[config.mk]
export PLATFORM = sky130hd
export DESIGN_NAME = fetch_ctrl
export DESIGN_NICKNAME = d
export VERILOG_FILES = /design/src/rtl/fetch_ctrl.sv
export SDC_FILE = /design/constraint.sdc
export NUM_CORES = 1
export LEC_CHECK = 0
export BUFFER_PORTS_ARGS = -buffer_cell sky130_fd_sc_hd__buf_2
export CORE_MARGIN = 1.5
export CORE_UTILIZATION = 44
export CTS_CLUSTER_SIZE = 10
export DETAILED_ROUTE_END_ITERATION = 8
export PLACE_DENSITY = 0.79
export SKIP_CTS_REPAIR_TIMING = 1
export SLEW_MARGIN = 0
export SYNTH_ARGS = -nofsm -noshare
export SYNTH_HDL_FRONTEND = slang
export SYNTH_SLANG_ARGS = --single-unit
[constraint.sdc]
create_clock -name clk -period 2.1 [get_ports clk]
set_input_delay 0.21 -clock clk [delete_from_list [all_inputs] [get_ports clk]]
set_output_delay 0.21 -clock clk [all_outputs]
set_load 0.02 [all_outputs]
[src/rtl/fetch_ctrl.sv]
// Fetch-stage miss controller: PC enable, F/D flush and I-cache line refill.
// Define FETCH_CTRL_PERF_EN to add the miss and busy-cycle counters.
module fetch_ctrl #(
   parameter int LINE_WORDS = 4,
   parameter int ADDR_W     = 32,
   localparam int IDX_W     = $clog2(LINE_WORDS),
   localparam int OFF_W     = $clog2(LINE_WORDS * 4)
) (
   input  logic              clk,
   input  logic              rst,
   input  logic [ADDR_W-1:0] PCF,
   input  logic              icache_hit_i,
   input  logic              stall_i,
   input  logic [1:0]        PCSrcE,
   input  logic              pc_redirect_i,
   input  logic              mem_gnt_i,
   input  logic              mem_rvalid_i,
   output logic              en,
   output logic              flush_d_o,
   output logic              mem_req_o,
   output logic [ADDR_W-1:0] mem_addr_o,
   output logic              refill_we_o,
   output logic [IDX_W-1:0]  refill_idx_o,
   output logic              refill_done_o,
   output logic              busy_o
`ifdef FETCH_CTRL_PERF_EN
  ,output logic [31:0]       miss_cnt_o,
   output logic [31:0]       stall_cnt_o
`endif
);

   typedef enum logic [1:0] {
      RUN,
      REQ,
      FILL,
      DONE
   } state_t;

   localparam logic [IDX_W-1:0] LAST = IDX_W'(LINE_WORDS - 1);

   state_t            state_q;
   state_t            state_d;
   logic [IDX_W-1:0]  beat_q;
   logic [ADDR_W-1:0] addr_q;
   logic              redirect;
   logic              in_run;
   logic              miss;

   assign redirect = pc_redirect_i | (PCSrcE != 2'b00);
   assign in_run   = (state_q == RUN);
   // A redirect in the same cycle makes the missing PCF stale.
   assign miss     = in_run & ~icache_hit_i & ~redirect;

   assign en        = redirect | (in_run & icache_hit_i & ~stall_i);
   assign flush_d_o = redirect | (in_run & ~icache_hit_i & ~stall_i);
   assign busy_o    = ~in_run;

   assign mem_addr_o   = addr_q;
   assign refill_idx_o = beat_q;

   always_comb begin
      state_d       = state_q;
      mem_req_o     = 1'b0;
      refill_we_o   = 1'b0;
      refill_done_o = 1'b0;
      unique case (state_q)
         RUN: begin
            if (miss) state_d = REQ;
         end
         REQ: begin
            mem_req_o = 1'b1;
            if (mem_gnt_i) state_d = FILL;
         end
         FILL: begin
            refill_we_o = mem_rvalid_i;
            if (mem_rvalid_i && beat_q == LAST) state_d = DONE;
         end
         DONE: begin
            refill_done_o = 1'b1;
            state_d       = RUN;
         end
         default: state_d = RUN;
      endcase
   end

   // Beat counter wraps to zero after the last beat of the line.
   always_ff @(posedge clk or negedge rst) begin
      if (!rst) begin
         state_q <= RUN;
         beat_q  <= '0;
         addr_q  <= '0;
      end else begin
         state_q <= state_d;
         if (state_q == FILL && mem_rvalid_i) beat_q <= beat_q + 1'b1;
         if (miss) addr_q <= {PCF[ADDR_W-1:OFF_W], {OFF_W{1'b0}}};
      end
   end

`ifdef FETCH_CTRL_PERF_EN
   always_ff @(posedge clk or negedge rst) begin
      if (!rst) begin
         miss_cnt_o  <= '0;
         stall_cnt_o <= '0;
      end else begin
         if (miss)   miss_cnt_o  <= miss_cnt_o + 32'd1;
         if (busy_o) stall_cnt_o <= stall_cnt_o + 32'd1;
      end
   end
`endif

endmodule

**Word-level counts from Yosys, hierarchy flattened**

Index checks and enable logic that the tools add are counted.

- $add $sub $neg: 1
- Equality and inequality tests: 7
- Multiplexer cells: 7
- Bitwise operators: 12
- Reduce and logical (&&, ||, !) cells: 5

Operator list:

| operator | number |
|---|---|
| case mux 2 bit (4 select lines) | 1 |
| == test 2 bit, second input constant | 3 |
| two-way mux 2 bit | 3 |
| AND 1 bit | 5 |
| != test 2 bit, second input constant | 2 |
| NOT 1 bit | 4 |
| two-way mux 1 bit | 3 |
| OR 1 bit | 3 |
| AND reduction 3 bit | 1 |
| adder 2 x 1 -> 2 bit, second input constant | 1 |
| == test 2 x 1 -> 1 bit, second input constant | 1 |
| logical AND 1 bit | 2 |
| logical NOT 2 bit | 1 |
| != test 2 x 1 -> 1 bit, second input constant | 1 |
| nonzero test 2 bit | 1 |

- Bits in registers: 32
- Input port bits: 41
- Output and inout port bits: 40
- Word-level logic and storage cells: 35

**Longest topological paths before layout**

Gate-level depths: netlist of the first run.

- Word-level depth: 6
- Mapped depth: 5
- Gate-level depth less buffers: 5

**Least setup slack after synthesis of the first run**

No wires, ideal clock.

- Path type: reg-to-reg
- From: register state_q[1]
- To: register state_q[1]
- Setup time: 125 ps
- Arrival: 1584 ps
- Required time: 1975 ps
- Slack: 392 ps
- Stages on the path, launching flop included: 6
- Buffers on the path: 0
- Clock period less this slack: 1708 ps
- Cells stage by stage: dfrtp_1 > inv_1 > ha_1 > nor2b_1 > a2111oi_2 > mux2_2

- Word-level cells in the longest chain between the ends: 5
- Elaborated cells between the ends (all ways): 11
- Classes of those cells: eq/ne: 6; mux: 1; bitwise: 2; reduce/logical: 2

RTL lines:

| what | RTL line | text |
|---|---|---|
| from (decl) | 41 | `state_t state_q;` |
| from (signal assigned) | 93 | `state_q <= state_d;` |
| logical NOT 2 bit | 50, 66 |  |
| AND 1 bit (2 in series) | 52 | `assign miss = in_run & ~icache_hit_i & ~redirect;` |
| != test 2 x 1 -> 1 bit (no line) | -- |  |
| AND reduction 3 bit (no line) | -- |  |

Parallel ways exist; a longest one is shown, timed or not.
A chain may end at the register's enable or synchronous reset.

**Final worst setup path of the first run**

- From: register state_q[0]
- To: output port en

- Word-level cells in the longest chain between the ends: 4

RTL lines:

| what | RTL line | text |
|---|---|---|
| logical NOT 2 bit | 50 | `assign in_run = (state_q == RUN);` |
| AND 1 bit (2 in series) | 54 | `assign en = redirect \| (in_run & icache_hit_i & ~stall_i);` |
| OR 1 bit | 54 |  |
| to (decl) | 18 | `output logic en,` |

No other way between the ends.

==> results.json, run 1 <==
{
  "dp_hpwl_um": 2040,
  "layout_common_cells": "72 x buf_2, 32 x dfrtp_1, 20 x mux2_4",
  "critPathKind": "flop to output port",
  "routabilityCongestion": 0.750,
  "whs_ns": 0.104,
  "drtIter0Drc": 8,
  "vdd_drop_max_v": 0.000743,
  "timing.final.crit_share_pct": 91.2,
  "wl_met2_um": 1310,
  "p_sw_share_pct": 37.3,
  "crit_arrival_ns": 1.70,
  "num_vias": 944,
  "synth_area_um2": 1460,
  "grt_max_degree": 33,
  "grt_overflow_total": 0,
  "root_buffer": "clkbuf_4",
  "finalHoldViolations": 0,
  "post-route-min-period_ns": 1.91,
  "yosysWarnings": 0,
  "core_area_um2": 3100,
  "n_fill_cell": 253,
  "tns_ns": 0,
  "finalNetCount": 214,
  "rows": 20,
  "crit_path_max_fanout": 6,
  "crit_path_end_kind": "output port",
  "seqPwrFrac_pct": 36.4,
  "yosys.area.top_type": "dfrtp_1",
  "rsz0062_at_grt": "no",
  "p_int_mw": 1.91,
  "grtUsageTotal_pct": 16.0,
  "cts_buffer_depth": 2,
  "ys_types": 19,
  "utilization_pct": 62.5,
  "power_frac_comb_pct": 46.6,
  "cp-start-kind": "flop",
  "status": "finished clean",
  "layout-drive-gt1-share_pct": 66.9,
  "clock_sinks": 32,
  "wl_met3_um": 203,
  "tightestPinTransition_ns": 0.696,
  "regArea_um2": 801,
  "cts_buffers": 5,
  "avgSynthCellArea_um2": 16.1,
  "initial_core_util_pct": 47.1,
  "cts.clk_slew.worst_paths_ns": 0.10,
  "dieArea_um2": 3680,
  "io_pins": 81,
  "first_pass_iters": 2,
  "grt_pass1_vias": 905,
  "wl_um": 2700,
  "fmax_mhz": 522,
  "drv_slew": 0,
  "diodes": 0,
  "switchingPower_mw": 1.14,
  "multi_input_area_um2": 601,
  "cts_max_level": 2,
  "skew_ns": 0.0113,
  "die_h_um": 60.6,
  "ys_seq_area_share_pct": 54.8,
  "area_delta_synth_final_pct": 32.8,
  "synth_cells": 91,
  "p_per_area_nw_per_um2": 1570,
  "die_x_um": 60.6,
  "port_buffers": 72,
  "cts_tree": "built",
  "pwr-share-clk_pct": 17.0,
  "grt_antenna_before_repair": 0,
  "clock_latency_ns": 0.33,
  "ys_seq_elements": 32,
  "crit_required_ns": 1.89,
  "relSlewSlack_pct": 53.6,
  "grt_pass1_wl_um": 4110,
  "drc_errors": 0,
  "post_drt_wl_per_cell_um": 12.7,
  "yosys-top-cells-area": "dfrtp_1 55%, mux2_4 21%, mux2_2 7.7%",
  "final_common_cell": "buf_2",
  "p_leak_nw": 1.08,
  "via_per_inst": 4.43,
  "postRouteAntennaNets": 0,
  "synth_top_area_share_pct": 54.8,
  "hp-class": "input pin to flop",
  "m1WireLength_um": 1140,
  "finalSetupViolCount": 0,
  "top_layer_used": "met4",
  "maxCapViolCount": 0
}
## metal layers
metal,GRT usage (%),vias up
met3,6.40,6
li1,-,460
met2,25.8,47
met4,6.52,0
met5,0,-
met1,19.0,431
## path summary, 6_finish.rpt
path                       slack (ns)          start  depth (start not counted)        endpoint
max in group asynchronous        1.19            rst                          2      state_q[0]
min in group asynchronous        0.46            rst                          2  mem_addr_o[12]
hold / removal                   0.10        PCF[26]                          2  mem_addr_o[26]
hold reg to reg                  0.51  mem_addr_o[5]                          1   mem_addr_o[5]
setup reg to reg                 0.22     state_q[0]                          4  mem_addr_o[24]
setup / recovery                 0.19     state_q[0]                          5              en
## cells in the mapped netlist
cell type	instances
o21ai_0	2
conb_1	1
nand3_4	1
o32a_1	1
a2111oi_2	1
buf_4	4
inv_1	5
nor3_4	1
a21boi_0	1
nand2b_1	1
buf_6	2
o31a_1	1
ha_1	5
nand2_1	1
nor2b_1	1
mux2_4	20
xnor2_1	1
mux2_2	10
dfrtp_1	32
## power groups by stage
stage / Clock (mW) / Sequential (mW) / Combinational, mW
2_1_floorplan: 0 / 1.46 / 0.632
3_3_place_gp: 0 / 1.09 / 1.40
3_5_place_dp: 0 / 1.12 / 1.44
4_1_cts: 0.539 / 1.11 / 1.44
5_1_grt: 0.567 / 1.15 / 1.54
6_report: 0.520 / 1.11 / 1.42
## flip-flops by register name, summed over array words and instances (netlist names)
| signal | flops |
|---|---|
| state_q | 2 |
| refill_idx_o | 2 |
| mem_addr_o | 28 |
## stage by stage
stage / std cells / setup WS (ns) / cell area (µm²) / power, mW
6_report: 213 / 0.186 / 1940 / 3.05
5_1_grt: 213 / 0.0716 / 1940 / 3.25
4_1_cts: 212 / 0.162 / 1930 / 3.09
3_5_place_dp: 204 / 0.223 / 1840 / 2.55
3_3_place_gp: 204 / 0.301 / 1840 / 2.50
2_1_floorplan: 94 / 0.392 / 1470 / 2.09
## worst max-delay path: stages (launching register included)
cell,delay [ns]
dfrtp_1,0.43
inv_1,0.11
ha_1,0.32
nand2b_1,0.12
o21ai_0,0.20
buf_2,0.20
## cell type report
type / instances / area share, %
Tap cell: 44 / 2.84
Sequential cell: 32 / 41.3
Clock buffer: 7 / 3.35
Timing Repair Buffer: 73 / 19.1
Inverter: 5 / 0.967
Clock inverter: 1 / 1.55
Multi-Input combinational cell: 51 / 30.9
## logic make-up after synthesis
family	after synthesis	synth area share (%)
flip-flops	32	54.8
multiplexers	30	28.3
buffers and inverters	11	4.88
AO/OA/AOI/OAI	6	3.51
adder cells (fa/ha/maj)	5	4.28
AND/OR/NAND/NOR	5	3.43
other	1	0.257
XOR/XNOR	1	0.599
Note: power is estimated with default switching activity, not from simulation.
==> run 2: changes to the inputs <==
--- a/config.mk
+++ b/config.mk
@@ -5,12 +5,11 @@
 export SDC_FILE = /design/constraint.sdc
 export NUM_CORES = 1
 export LEC_CHECK = 0
-export BUFFER_PORTS_ARGS = -buffer_cell sky130_fd_sc_hd__buf_2
 export CORE_MARGIN = 1.5
-export CORE_UTILIZATION = 44
+export CORE_UTILIZATION = 48
 export CTS_CLUSTER_SIZE = 10
 export DETAILED_ROUTE_END_ITERATION = 8
-export PLACE_DENSITY = 0.79
+export DONT_BUFFER_PORTS = 1
 export SKIP_CTS_REPAIR_TIMING = 1
 export SLEW_MARGIN = 0
 export SYNTH_ARGS = -nofsm -noshare
==> constraint.sdc (replaced) <==
create_clock -name clk -period 2.1 [get_ports clk]
set_input_delay 0.315 -clock clk [delete_from_list [all_inputs] [get_ports clk]]
set_output_delay 0.315 -clock clk [all_outputs]
set_load 0.02 [all_outputs]
==> results.json, run 2 (synthesis gave the netlist of run 1 again) <==
{
  "finalHoldViolations": 0,
  "hold_depth": 1,
  "ff2ff_setup_slack_ns": 0.28,
  "tns_ns": 0,
  "reg2reg_from": "state_q[1]",
  "p_leak_nw": 0.798,
  "die_x_um": 58.2,
  "rows": 19,
  "hp-class": "input pin to flop",
  "violations": "DRC",
  "layout_common_cells": "32 x dfrtp_1, 20 x mux2_4, 10 x mux2_2",
  "seqPwrFrac_pct": 59.3,
  "initial_core_util_pct": 51.7,
  "layout-drive-gt1-share_pct": 45.1,
  "cp-endpoint": "en",
  "grtUsageTotal_pct": 14.5,
  "crit_path_end_kind": "output port",
  "final_cell_area_um2": 1580,
  "first_pass_iters": 5,
  "utilization_pct": 55.7,
  "core_area_um2": 2830,
  "area_delta_synth_final_pct": 7.79,
  "final_common_cell": "dfrtp_1",
  "n_fill_cell": 239,
  "cp_top_family": "flip-flops",
  "wl_um": 2320,
  "regArea_um2": 801,
  "root_buffer": "clkbuf_4",
  "port_buffers": 0,
  "post-route-min-period_ns": 1.92,
  "grt_pass1_vias": 829,
  "grt_pass1_wl_um": 3550,
  "status": "complete, but fails checks",
  "cp_num_buf_inv": 2,
  "grt_max_degree": 33,
  "slowest_delay_ns": 0.42,
  "postRouteAntennaNets": 0,
  "cp_cell_sequence": "inv_1 -> ha_1 -> nand2b_1 -> o21ai_0 -> buf_4",
  "switchingPower_mw": 1.06,
  "cts_tree": "built",
  "dieArea_um2": 3380,
  "largest_reg_flops": 28,
  "routabilityCongestion": 0.611,
  "slowest_stage": "dfrtp_1",
  "pwr-share-clk_pct": 13.1,
  "crit_arrival_ns": 1.61,
  "skew_ns": 0.00759,
  "rr_worst_depth": 5,
  "io_pins": 81,
  "maxCapViolCount": 0,
  "place_area_um2": 1490,
  "timing.final.crit_share_pct": 91.5,
  "clock_latency_ns": 0.33,
  "p_per_area_nw_per_um2": 1620,
  "multi_input_area_um2": 601,
  "drc_errors": 8,
  "drv_slew": 0,
  "rsz0062_at_grt": "no",
  "num_vias": 768,
  "post_drt_wl_per_cell_um": 17.4,
  "crit_required_ns": 1.78,
  "clock_sinks": 32,
  "cts_max_level": 2,
  "diodes": 0,
  "critPathKind": "flop to output port",
  "cp-startpoint": "state_q[0]",
  "p_sw_share_pct": 41.4,
  "die_h_um": 58.2,
  "finalNetCount": 147,
  "dp_hpwl_um": 1680,
  "via_per_inst": 5.77,
  "finalSetupViolCount": 0,
  "cp_num_cells": 5,
  "cts_buffer_depth": 2,
  "reg2reg_to": "state_q[1]",
  "fmax_mhz": 520,
  "p_int_mw": 1.50,
  "cts.clk_slew.worst_paths_ns": 0.10,
  "cp-start-kind": "flop",
  "cts_buffers": 5,
  "grt_overflow_total": 0,
  "power_frac_comb_pct": 27.6,
  "crit_path_max_fanout": 6,
  "grt_antenna_before_repair": 0,
  "drtIter0Drc": 26,
  "vdd_drop_max_v": 0.000694
}
## run 2: cell count changes in the layout (fill, tap and decap cells not counted)
cell       before  now
buf_2          72    0
bufinv_16       1    0
clkbuf_8        2    0
buf_4           0    4
clkinv_2        0    2
buf_12          0    1
clkinv_4        0    1
## run 2: layer usage
metal / GRT usage (%) / share of wire (%)
met5: 0 / 0
met4: 6.98 / 1.8
met2: 25.2 / 50
met1: 14.4 / 36
met3: 7.14 / 13
## run 2: how the worst min path moves through the flow
stage                 start         endpoint  slack, ns
floorplan               rst   mem_addr_o[10]       0.02
global placement        rst  refill_idx_o[0]       0.02
detailed placement      rst  refill_idx_o[1]       0.02
CTS                     rst       state_q[1]      -0.36
global route        PCF[17]   mem_addr_o[17]       0.09
finish              PCF[17]   mem_addr_o[17]       0.13
## run 2: final cells by class
| type | count | share of cell area [%] |
|---|---|---|
| Sequential cell | 32 | 50.8 |
| Timing Repair Buffer | 6 | 3.81 |
| Multi-Input combinational cell | 51 | 38.1 |
| Clock buffer | 5 | 2.38 |
| Inverter | 5 | 1.19 |
| Tap cell | 31 | 2.46 |
| Clock inverter | 3 | 1.19 |
## run 2: power by group through the flow
stage	Combinational [mW]	Sequential [mW]	Clock (mW)
2_1_floorplan	0.632	1.46	0
3_3_place_gp	0.672	1.52	0
3_5_place_dp	0.700	1.53	0
4_1_cts	0.700	1.52	0.355
5_1_grt	0.773	1.56	0.386
6_report	0.707	1.52	0.336
## run 2: metrics by stage
step                      hold WS [ns]  std cells  setup WS [ns]  total power [mW]
after floorplan                 0.0194         94          0.392              2.09
after global placement          0.0200        123          0.311              2.20
after detailed placement        0.0201        123          0.280              2.23
after CTS                       -0.357        131          0.146              2.58
after global routing            0.0910        133         0.0201              2.72
final                            0.127        133          0.178              2.56
==> run 3: changes to the inputs <==
--- a/config.mk
+++ b/config.mk
@@ -5,11 +5,12 @@
 export SDC_FILE = /design/constraint.sdc
 export NUM_CORES = 1
 export LEC_CHECK = 0
+export BUFFER_PORTS_ARGS = -buffer_cell sky130_fd_sc_hd__buf_2
 export CORE_MARGIN = 1.5
-export CORE_UTILIZATION = 48
+export CORE_UTILIZATION = 44
 export CTS_CLUSTER_SIZE = 10
 export DETAILED_ROUTE_END_ITERATION = 8
-export DONT_BUFFER_PORTS = 1
+export PLACE_DENSITY = 0.79
 export SKIP_CTS_REPAIR_TIMING = 1
 export SLEW_MARGIN = 0
 export SYNTH_ARGS = -nofsm -noshare
==> results.json, run 3 (synthesis gave the netlist of run 1 again) <==
{
  "status": "finished clean",
  "clock_latency_ns": 0.33,
  "dp_hpwl_um": 1980,
  "first_pass_iters": 2,
  "port_buffers": 72,
  "reg2reg_to": "mem_addr_o[20]",
  "largest_reg_flops": 28,
  "crit_path_end_kind": "output port",
  "cts_tree": "built",
  "hp-class": "input pin to asynchronous set/reset pin",
  "root_buffer": "clkbuf_4",
  "initial_core_util_pct": 47.1,
  "wl_um": 2600,
  "layout-drive-gt1-share_pct": 67.9,
  "power_mw": 2.98,
  "preCtsSetupSlack_ns": 0.209,
  "post-route-min-period_ns": 1.89,
  "clock_sinks": 32,
  "place_area_um2": 1840,
  "cp_cell_sequence": "inv_1 -> ha_2 -> nand2b_1 -> o21ai_0 -> buf_2",
  "final_common_cell": "buf_2",
  "dieArea_um2": 3680,
  "fmax_mhz": 530,
  "slowest_delay_ns": 0.42,
  "grt_pass1_wl_um": 3840,
  "p_leak_nw": 1.07,
  "finalSetupViolCount": 0,
  "grt_antenna_before_repair": 0,
  "num_vias": 953,
  "via_per_inst": 4.50,
  "rows": 20,
  "die_x_um": 60.6,
  "cp-start-kind": "flop",
  "grt_pass1_vias": 896,
  "finalNetCount": 213,
  "maxCapViolCount": 0,
  "slowest_stage": "dfrtp_1",
  "cp-endpoint": "en",
  "drtIter0Drc": 10,
  "cts.clk_slew.worst_paths_ns": 0.11,
  "reg2reg_from": "state_q[0]",
  "timing.final.crit_share_pct": 89.8,
  "crit_path_max_fanout": 6,
  "drc_errors": 0,
  "crit_arrival_ns": 1.57,
  "p_per_area_nw_per_um2": 1550,
  "relSlewSlack_pct": 53.8,
  "grtUsageTotal_pct": 14.7,
  "critPathKind": "flop to output port",
  "tightestPinTransition_ns": 0.693,
  "grt_max_degree": 33,
  "grt_overflow_total": 0,
  "tns_ns": 0,
  "vdd_drop_max_v": 0.000744,
  "postRouteAntennaNets": 0,
  "ff2ff_setup_slack_ns": 0.32,
  "cts_buffers": 5,
  "finalHoldViolations": 0,
  "cp-startpoint": "state_q[0]",
  "io_pins": 81,
  "diodes": 0,
  "layout_common_cells": "72 x buf_2, 32 x dfrtp_1, 20 x mux2_4",
  "cts_max_level": 2,
  "crit_required_ns": 1.78,
  "post_drt_wl_per_cell_um": 12.2,
  "die_h_um": 60.6,
  "whs_ns": 0.0147,
  "rr_worst_depth": 4,
  "routabilityCongestion": 0.749,
  "area_delta_synth_final_pct": 31.2,
  "core_area_um2": 3100,
  "setup_ws_ns": 0.214,
  "cts_buffer_depth": 2,
  "final_cell_area_um2": 1920,
  "rsz0062_at_grt": "no",
  "drv_slew": 0,
  "skew_ns": 0.0120
}
==> run 3: cell count changes in the layout (fill, tap and decap cells not counted) <==
cell           delta
bufinv_16         +1
clkinv_2          -1
clkinvlp_4        +1
dlygate4sd3_1     -1
ha_1              -1
buf_4             -4
ha_2              +1
buf_12            -1
buf_2            +72
clkinv_4          -1
==> run 3: worst min-delay path by stage <==
stage | end | slack [ns] | depth (start not counted)
after floorplan | mem_addr_o[10] | 0.02 | 0
after global placement | mem_addr_o[12] | 0.39 | 1
after detailed placement | mem_addr_o[12] | 0.40 | 1
after CTS | mem_addr_o[12] | 0.02 | 1
final | mem_addr_o[12] | 0.01 | 1
after global routing | mem_addr_o[12] | 0.06 | 1
==> run 3: critical path: cells and delay by family (launching register included) <==
kind / cells / cell delay [ns]
AOI/OAI and AO/OA: 1 / 0.17
buffers and inverters: 2 / 0.29
DFF: 1 / 0.42
and+or+nand+nor: 1 / 0.10
adders and majority gates: 1 / 0.27
==> run 3: area by class of cell <==
type | count | area, µm²
flip-flops and latches | 32 | 801
clock buffers | 5 | 37.5
clock inverters | 3 | 42.5
multi-input cells | 51 | 603
fillers | 255 | 1180
inverters | 5 | 18.8
repair buffers | 72 | 360
well taps | 44 | 55.1
==> run 3: power breakdown <==
group,internal [mW],switching (mW),leakage (nW)
sequential,0.925,0.177,0.393
combinational,0.674,0.745,0.635
clock,0.248,0.211,0.0412
==> run 3: per-stage QoR <==
step           instances  util (%)
2_1_floorplan         94         -
4_1_cts              212      61.7
3_3_place_gp         204      59.2
3_5_place_dp         204      59.2
6_report             212      61.8
5_1_grt              212      61.8
==> run 3: routing by layer <==
layer  vias to the layer above  GRT usage [%]  part of all wire (%)  wire [µm]
li1                        458              -                     -          -
met1                       444           17.3                    41       1060
met2                        46           24.3                    50       1290
met3                         5           5.12                   8.1        209
met4                         0           6.52                   1.4         36
met5                         -              0                     0          0
